`config.mk`:
```
export PLATFORM = sky130hd
export DESIGN_NAME = cape_stream_gen_flat
export DESIGN_NICKNAME = d
export VERILOG_FILES = /design/src/rtl/cape_pkg.sv /design/src/rtl/cape_stream_gen_if.sv /design/src/rtl/cape_bp_ctr.sv /design/src/rtl/cape_stream_gen.sv /design/src/flat_wrapper.sv
export SDC_FILE = /design/constraint.sdc
export NUM_CORES = 1
export LEC_CHECK = 0
export ABC_CLOCK_PERIOD_IN_PS = 2100
export CAP_MARGIN = 30
export CORE_MARGIN = 5
export CORE_UTILIZATION = 50
export DETAILED_ROUTE_END_ITERATION = 12
export HOLD_SLACK_MARGIN = 0.1
export PLACE_DENSITY = 0.77
export SLEW_MARGIN = 20
export SYNTH_ARGS = -nofsm -noshare
export SYNTH_HDL_FRONTEND = slang
export SYNTH_SLANG_ARGS = --single-unit
```
`constraint.sdc`:
```
create_clock -name clk -period 2.1 [get_ports clk]
set_input_delay 0.42 -clock clk [delete_from_list [all_inputs] [get_ports clk]]
set_output_delay 0.42 -clock clk [all_outputs]
set_load 0.03 [all_outputs]
```
`src/rtl/cape_pkg.sv`:
```
`default_nettype none
// ============================================================================
// Module   : cape_pkg
// Brief    : Shared state type and helper functions for the CAPE stream generator.
// Revision : 1.0 - initial release
// ============================================================================
package cape_pkg;

    typedef enum logic {IDLE, RUN} cape_state_t;

    // Helpers work on 32-bit containers, so CW must not exceed 32.
    localparam int MAX_W = 32;

    // Index of the lowest set bit among the low w bits; w when none is set.
    function automatic int tz(input logic [MAX_W-1:0] v, input int w);
        int r;
        r = w;
        for (int k = MAX_W - 1; k >= 0; k--) begin
            if (k < w && ((v >> k) & 1) != 0) begin
                r = k;
            end
        end
        return r;
    endfunction

    // Gather channel ch's compare value: bit j comes from counter bit j*n+ch.
    function automatic logic [MAX_W-1:0] cape_interleave(input logic [MAX_W-1:0] cnt,
                                                         input int ch, input int n,
                                                         input int w);
        logic [MAX_W-1:0] c;
        c = '0;
        for (int j = 0; j < MAX_W; j++) begin
            if (j < w) begin
                c = c | (((cnt >> (j * n + ch)) & 1) << j);
            end
        end
        return c;
    endfunction

endpackage
`default_nettype wire

```
`src/rtl/cape_stream_gen_if.sv`:
```
`default_nettype none
// ============================================================================
// Module   : cape_stream_gen_if
// Brief    : Control, operand and stream handshake bundle of the generator.
// Revision : 1.0 - initial release
// ============================================================================
interface cape_stream_gen_if #(
    parameter int WIDTH      = 4,
    parameter int NUM_INPUTS = 2
);
    logic                          start;
    logic                          mode;
    logic [WIDTH-1:0]              trunc;
    logic [WIDTH-1:0]              Bxs [NUM_INPUTS-1:0];
    logic                          ready;
    logic                          valid;
    logic [NUM_INPUTS-1:0]         Xs;
    logic                          busy;
    logic                          done;
    logic [WIDTH*NUM_INPUTS:0]     len;

    modport master (
        input  start, mode, trunc, Bxs, ready,
        output valid, Xs, busy, done, len
    );

    modport slave (
        output start, mode, trunc, Bxs, ready,
        input  valid, Xs, busy, done, len
    );
endinterface
`default_nettype wire

```
`src/rtl/cape_bp_ctr.sv`:
```
`default_nettype none
// ============================================================================
// Module   : cape_bp_ctr
// Brief    : Counter whose increment carry skips bypassed bits (held at 0).
// Revision : 1.0 - initial release
// ============================================================================
module cape_bp_ctr #(
    parameter int CW = 8
) (
    input  wire logic          clk,
    input  wire logic          rst_n,
    input  wire logic          en,
    input  wire logic          clr,
    input  wire logic [CW-1:0] bp,
    output logic      [CW-1:0] cnt,
    output logic               last
);
    logic [CW-1:0] r_cnt;
    logic [CW-1:0] w_next;

    // Forcing bypassed bits to 1 lets the carry ripple straight through them.
    assign w_next = ((r_cnt | bp) + CW'(1)) & ~bp;
    assign last   = &(r_cnt | bp);
    assign cnt    = r_cnt;

    always_ff @(posedge clk or negedge rst_n) begin
        if (!rst_n) begin
            r_cnt <= '0;
        end else if (clr) begin
            r_cnt <= '0;
        end else if (en) begin
            r_cnt <= w_next;
        end
    end
endmodule
`default_nettype wire

```
`src/rtl/cape_stream_gen.sv`:
```
`default_nettype none
// ============================================================================
// Module   : cape_stream_gen
// Brief    : Run-controlled CAPE stochastic bitstream generator with ET mode.
// Revision : 1.0 - initial release
// ============================================================================
module cape_stream_gen
    import cape_pkg::*;
#(
    parameter int WIDTH      = 4,
    parameter int NUM_INPUTS = 2
) (
    input  wire logic          clk,
    input  wire logic          rst_n,
    cape_stream_gen_if.master  sif
);
    localparam int          CW      = WIDTH * NUM_INPUTS;
    localparam logic [CW:0] LEN_MAX = {1'b1, {CW{1'b0}}};
    localparam logic [CW:0] LEN_ONE = {{CW{1'b0}}, 1'b1};

    cape_state_t        r_state;
    cape_state_t        w_state_nxt;
    logic [WIDTH-1:0]   r_bq [NUM_INPUTS-1:0];
    logic               r_mode;
    logic               r_done;
    logic [CW:0]        r_len;

    logic               w_valid;
    logic               w_fire;
    logic               w_latch;
    logic               w_finish;
    logic               w_last;
    logic [CW-1:0]      w_bp;
    logic [CW-1:0]      w_cnt;

    always_ff @(posedge clk or negedge rst_n) begin
        if (!rst_n) begin
            r_state <= IDLE;
        end else begin
            r_state <= w_state_nxt;
        end
    end

    always_comb begin
        w_state_nxt = r_state;
        w_latch     = 1'b0;
        w_finish    = 1'b0;
        w_valid     = 1'b0;
        case (r_state)
            IDLE: begin
                if (sif.start) begin
                    w_latch     = 1'b1;
                    w_state_nxt = RUN;
                end
            end
            RUN: begin
                w_valid = 1'b1;
                if (sif.ready && w_last) begin
                    w_finish    = 1'b1;
                    w_state_nxt = IDLE;
                end
            end
            default: w_state_nxt = IDLE;
        endcase
    end

    assign w_fire = w_valid & sif.ready;

    always_ff @(posedge clk or negedge rst_n) begin
        if (!rst_n) begin
            for (int i = 0; i < NUM_INPUTS; i++) begin
                r_bq[i] <= '0;
            end
            r_mode <= 1'b0;
            r_done <= 1'b0;
            r_len  <= '0;
        end else begin
            r_done <= w_finish;
            if (w_latch) begin
                for (int i = 0; i < NUM_INPUTS; i++) begin
                    r_bq[i] <= sif.Bxs[i] & ~sif.trunc;
                end
                r_mode <= sif.mode;
                r_len  <= '0;
            end else if (w_fire && r_len != LEN_MAX) begin
                r_len <= r_len + LEN_ONE;
            end
        end
    end

    cape_bp_ctr #(
        .CW (CW)
    ) u_ctr (
        .clk   (clk),
        .rst_n (rst_n),
        .en    (w_fire),
        .clr   (w_latch),
        .bp    (w_bp),
        .cnt   (w_cnt),
        .last  (w_last)
    );

    // In ET mode a channel's bits below its lowest set operand bit never
    // change the compare outcome, so they are skipped.
    for (genvar i = 0; i < NUM_INPUTS; i++) begin : g_chan
        logic [WIDTH-1:0] w_ci;

        assign w_ci       = WIDTH'(cape_interleave(32'(w_cnt), i, NUM_INPUTS, WIDTH));
        assign sif.Xs[i]  = w_valid & (w_ci < r_bq[i]);

        for (genvar j = 0; j < WIDTH; j++) begin : g_bit
            assign w_bp[j*NUM_INPUTS+i] = r_mode & (j < tz(32'(r_bq[i]), WIDTH));
        end
    end

    assign sif.valid = w_valid;
    assign sif.busy  = (r_state == RUN);
    assign sif.done  = r_done;
    assign sif.len   = r_len;
endmodule
`default_nettype wire
```
`src/flat_wrapper.sv`:
```
// flat-port wrapper written by rule: the top's interface ports become plain ports
module cape_stream_gen_flat import cape_pkg::*;
#(
    parameter int WIDTH      = 4,
    parameter int NUM_INPUTS = 2
)
  (clk, rst_n, sif_start, sif_mode, sif_trunc, sif_Bxs, sif_ready, sif_valid, sif_Xs, sif_busy, sif_done, sif_len);
  cape_stream_gen_if #(.WIDTH(WIDTH), .NUM_INPUTS(NUM_INPUTS)) sif_i ();
  input  wire logic clk;
  input  wire logic rst_n;
  input wire logic [$bits(sif_i.start)-1:0] sif_start;
  input wire logic [$bits(sif_i.mode)-1:0] sif_mode;
  input wire logic [$bits(sif_i.trunc)-1:0] sif_trunc;
  input wire logic [$bits(sif_i.Bxs)-1:0] sif_Bxs;
  input wire logic [$bits(sif_i.ready)-1:0] sif_ready;
  output wire logic [$bits(sif_i.valid)-1:0] sif_valid;
  output wire logic [$bits(sif_i.Xs)-1:0] sif_Xs;
  output wire logic [$bits(sif_i.busy)-1:0] sif_busy;
  output wire logic [$bits(sif_i.done)-1:0] sif_done;
  output wire logic [$bits(sif_i.len)-1:0] sif_len;
  assign sif_i.start = sif_start;
  assign sif_i.mode = sif_mode;
  assign sif_i.trunc = sif_trunc;
  assign sif_i.Bxs = {>>{sif_Bxs}};
  assign sif_i.ready = sif_ready;
  assign sif_valid = sif_i.valid;
  assign sif_Xs = sif_i.Xs;
  assign sif_busy = sif_i.busy;
  assign sif_done = sif_i.done;
  assign sif_len = sif_i.len;
  cape_stream_gen #(.WIDTH(WIDTH), .NUM_INPUTS(NUM_INPUTS)) u_core (.clk(clk), .rst_n(rst_n), .sif(sif_i));
endmodule
```
[After elaboration in Yosys (flattened, before gate mapping)]
Index checks and enable logic that the tools add are counted.
Cells by class
  add/subtract/negate cells: 2
  $lt $le $gt $ge: 10
  eq/ne operators: 1
  mux-type cells: 19
  bitwise logic cells: 24
  reductions and logical operators: 5
Operator list (count)
  $mux W32: 6
  $lt A3 B32 Y1 const A: 4
  $lt A1 B32 Y1 const A: 2
  $lt A2 B32 Y1 const A: 2
  $mux W9: 2
  $mux W8: 2
  $and A1 B1 Y1: 11
  $add A9 B1 Y9 const B: 1
  $ne A9 B9 Y1 const B: 1
  $add A8 B1 Y8 const B: 1
  $and A4 B4 Y4: 2
  $and A8 B8 Y8: 1
  $lt A4 B4 Y1: 2
  $not A8 Y8: 1
  $or A4 B3 Y4: 2
  $or A4 B4 Y4: 2
  $or A8 B8 Y8: 1
  $reduce_and A8 Y1: 1
  $mux W1: 6
  $mux W3: 2
  $not A4 Y4: 1
  $or A1 B2 Y2: 2
  $reduce_bool A2 Y1: 2
  $logic_and A1 B1 Y1: 2
  other kinds (2): 2
Word-level totals
  register bits: 28
  bits of input ports: 17
  output and inout bits: 14
  word-level logic and storage cells: 68

[Logic depth before layout (Yosys ltp)]
  word-level depth: 11
  mapped depth: 7
  mapped depth without buffers: 7

[By module]
A second synthesis with hierarchy kept.
Unflattened totals
  cell total of the unflattened synthesis: 179
  area total of the unflattened synthesis: 1679.1 um^2
By module, submodules not included
  cape_stream_gen: instances 1, cells an instance 117, area an instance 1136.1 um^2, seq. area each 500.5 um^2
  cape_bp_ctr: instances 1, cells an instance 62, area an instance 543.0 um^2, seq. area each 200.2 um^2

[Worst setup path after synthesis]
OpenSTA, ideal clock, no wires.
  path type: reg2out
  start point: register u_core.u_ctr.r_cnt[3], in the netlist u_core.u_ctr.cnt[3]
  end point: output sif_Xs[1]
  arrival: 1395 ps
  required time: 1680 ps
  slack: 285 ps
  stages on the path, launching flop included: 6
  path buffers: 0
  cells stage by stage: dfrtp_1 -> ha_1 -> nor2b_1 -> o21a_1 -> o21ai_1 -> and3b_1
On the way
  word-level cells in the longest chain between the ends: 5
Ends and longest elaborated chain
  start, declared: RTL line cape_bp_ctr.sv:18  | logic [CW-1:0] r_cnt;
  start signal, assigned: RTL line cape_bp_ctr.sv:32  | r_cnt <= w_next;
  $or A1 B2 Y2: RTL line cape_pkg.sv:34  | c = c | (((cnt >> (j * n + ch)) & 1) << j);
  $or A4 B3 Y4: RTL line cape_pkg.sv:34
  $or A4 B4 Y4: RTL line cape_pkg.sv:34
  $lt A4 B4 Y1: RTL line cape_stream_gen.sv:109  | assign sif.Xs[i] = w_valid & (w_ci < r_bq[i]);
  $and A1 B1 Y1: RTL line cape_stream_gen.sv:109
  end, declared: RTL line flat_wrapper.sv:17  | output wire logic [$bits(sif_i.Xs)-1:0] sif_Xs;
No other way between the ends.

[Final worst setup path]
  start point: register u_core.r_bq[1] (netlist bit)
  end point: output sif_Xs[0]
On the way
  word-level cells in the longest chain between the ends: 2
Ends and longest elaborated chain
  start, declared: RTL line cape_stream_gen.sv:23  | logic [WIDTH-1:0] r_bq [NUM_INPUTS-1:0];
  start signal, assigned by index: RTL line cape_stream_gen.sv:81  | r_bq[i] <= sif.Bxs[i] & ~sif.trunc;
  $lt A4 B4 Y1: RTL line cape_stream_gen.sv:109
  $and A1 B1 Y1: RTL line cape_stream_gen.sv:109
No other way between the ends.

==> summary.md <==
| Metric | Value |
|---|---|
| Crit. End Element | output pin |
| Post-synthesis cell count | approximately 180 |
| Peak Freq | 454 MHz |
| Routed wire per std cell | 14.3 um |
| Mapped Area | roughly 0.0017 mm2 |
| Clk sinks | 28 |
| Gate power share | 0.463 |
| Yosys reg bits | 28 |
| Setup TNS | -0.172 ns |
| Synth async-reset ratio | 1.00 |
| Setup CP Type | register to output pin |
| Dpl hpwl | 2910 um |
| Slowest stage cell, crit path | dfrtp_1 |
| Nets | 252 |
| Total of max-cap violations | 0 |
| EDFF count, synth | 0 |
| Drt total wl | 3880 um |
| Worst path buffer plus inverter count | 2 |
| Die ar. | 0.00457 mm2 |
| Hold WC Path Type | primary input to asynchronous set/reset pin |
| Fin. Hold Viols | 0 |
| Non-Filler Instances | 271 |
| Antenna Violating Nets Remaining | 0 |
| Max-slew violation count | 0 |
| Slew HR | 0.690 |
| Die width | 67.6 um |
| Core Box Area | 0.00328 mm2 |
| Largest net degree at the start of global routing | 29 |
| Final Util | 0.658 |
| Final Wtd Congestion | approximately 0.84 |
| Die Ht | about 68 um |
| # rows | 21 |
| Syn_nets | 210 |
| Grt total ovfl | 0 |
| I/O pins | 31 |
| R2r setup slk | 0.12 ns |
| Ant. Diodes | 0 |
| Clk_lat worst skew | 0.35 ns |
| Fin crit period | 2.20 ns |
| Post-synth top flop | dfrtp_1 |
| Overall routing resource usage | 0.186 |
| Clock Skew | 0.00285 ns |
| Maximum vdd ir drop | 0.000566 V |
| Post-synthesis sequential area ratio | 0.422 |
| Via count | 1463 |
| Measured slew at the worst slew-check pin | 0.459 ns |
| CP Data Required Time | 1.68 ns |
| Avg Synthesized Cell Area | about 9 um2 |
| Cell Pwr Density | 956 mW/mm2 |
| Setup WS post-layout | -0.102 ns |
| Violated checks | setup timing |
| P&R area growth vs syn | 30.2% |
| Starting density of the core | 0.505 |
| Yosys warnings | 0 |
| Crit start category | register |
| Placed cells | 260 |
| Vias in the first global route | 1398 |
| IO buf count | 30 |
| CTS Hold Bufs | 0 |
| Initial drt markers | 124 |
| Dpl cell area | 0.00202 mm2 |
| Number of CTS-inserted buffers | 3 |
| Bufs on Longest Clock Path | 2 |
| Status | finished with violations |
| Leak pwr | 0.931 nW |
| Root buf cell | clkbuf_4 |
| Critical-path cell list | inv_2 -> ha_4 -> nor2b_1 -> o21a_1 -> o21ai_1 -> and3b_1 -> buf_6 |
| H-Tree Depth | 1 |
| Flop pwr share | 0.402 |
| Post-route clock period utilization | 1.05 |
| First-pass GRT wire length | 6440 um |
| DRC viols | 0 |
| RSZ-0062 raised after global routing | yes |
| CTS tree | built |
| Clock Power Share | 0.135 |
| Net load switching power | 0.000846 W |
| Layout cells sized above 1 | 0.120 |
| CP Max Fanout | 2 |
| Net Sw Frac | 0.410 |
| Int Pwr | 0.00122 W |
| Clock slew at reported path FFs | ~0.15 ns |
| Worst path top cell family by delay | flip-flops |
| Setup Viol. Count Final | 2 |
| DR pass1 iterations | 4 |
| Cell area after layout | 0.00216 mm2 |
| Initial antenna violation count | 0 |
| Synth unique cells | 40 |
| Crit-path max cell delay | about 0.42 ns |
| Via density | 5.40 |
| Data arrival, critical path | 1.78 ns |
==> per-stage QoR <==
step	hold WS (ns)	power [W]	worst slack [ns]
after floorplan	0.124	0.00137	0.285
after global routing	0.462	0.00218	-0.160
after global placement	0.511	0.00166	0.266
after detailed placement	0.516	0.00169	0.215
final	0.421	0.00207	-0.102
after CTS	0.444	0.00204	-0.0786
==> layout make-up <==
type | instances | area [um2]
well taps | 46 | 57.6
inverters | 12 | 45.0
repair buffers | 43 | 403
flip-flops and latches | 28 | 701
multi-input cells | 138 | 917
clock buffers | 4 | 36.3
fillers | 288 | 1120
==> kinds of logic after synthesis <==
| kind of cell | share of synthesized area |
|---|---|
| AND/OR/NAND/NOR | 0.259 |
| AO/OA/AOI/OAI | 0.150 |
| flip-flops | 0.422 |
| buffers and inverters | 0.0475 |
| XOR/XNOR | 0.0475 |
| adder cells (fa/ha/maj) | 0.0679 |
| multiplexers | 0.00603 |
==> flip-flops by register name, indices dropped and copies added (netlist names) <==
name / flops
u_core.r_mode: 1
u_core.sif.len: 9
u_core.sif.busy: 1
u_core.u_ctr.cnt: 8
u_core.sif.done: 1
u_core.r_bq: 8
==> worst paths after layout <==
check,cells after the start,from,to
min in group clk,1,u_core.u_ctr.cnt[6]$_DFFE_PN0P_,u_core.u_ctr.cnt[6]$_DFFE_PN0P_
min reg2reg,1,u_core.u_ctr.cnt[6]$_DFFE_PN0P_,u_core.u_ctr.cnt[6]$_DFFE_PN0P_
max,7,u_core.r_bq[1]$_DFFE_PN0P_,sif_Xs[0]
max reg2reg,6,u_core.r_bq[1]$_DFFE_PN0P_,u_core.u_ctr.cnt[7]$_DFFE_PN0P_
min,2,rst_n,u_core.sif.len[0]$_DFFE_PN0P_
max in group asynchronous,2,rst_n,u_core.r_bq[0]$_DFFE_PN0P_
==> layer usage <==
metal / vias up / GRT usage / routed length [um] / part of all wire
met2: 36 / 0.293 / 1820 / 0.47
met5: - / 0 / 0 / 0
met3: 5 / 0.0183 / 162 / 0.042
met1: 703 / 0.263 / 1840 / 0.47
li1: 719 / - / - / -
met4: 0 / 0.0658 / 65 / 0.017
==> timing repair <==
action / CTS / global route
pin swaps: 2 / 2
buffers inserted: 6 / 1
endpoints found under the setup margin: 2 / 4
resized for setup: 8 / 2
==> cells in the final DEF (no fill, tap or decap), drive strengths merged, types with 4 or more instances in the layout <==
cell            n
ha              9
buf            15
clkdlybuf4s50  27
nand2          19
xnor2           6
nand3b          8
a21oi           5
inv            12
nor2           21
nor2b           6
clkbuf          4
dfrtp          28
nor3            8
o21ai          17
==> power by group through the flow <==
stage	logic [W]	registers [W]	clock network, W
finish	0.000956	0.000831	0.000278
global placement	0.000829	0.000828	0
CTS	0.000935	0.000825	0.000276
detailed placement	0.000858	0.000836	0
global route	0.00103	0.000855	0.000294
floorplan	0.000446	0.000922	0
==> cell usage after synthesis, drive strengths merged (2+ instances only) <==
cell,n,area [um2]
dfrtp,28,701
nand3b,8,60.1
nand2,19,71.3
inv,12,45.0
nor4b,2,17.5
xnor2,6,52.6
o21a,3,22.5
nand3,2,10.0
o21ai,17,85.1
clkbuf,4,15.0
buf,2,18.8
xor2,3,26.3
nand2b,3,18.8
a21oi,5,25.0
nor3,8,40.0
ha,9,113
or3,2,12.5
and3b,2,17.5
nor2b,6,37.5
nor3b,2,15.0
nor2,21,78.8
nand4,3,18.8
or3b,2,17.5
Note: power is estimated with default switching activity, not from simulation.
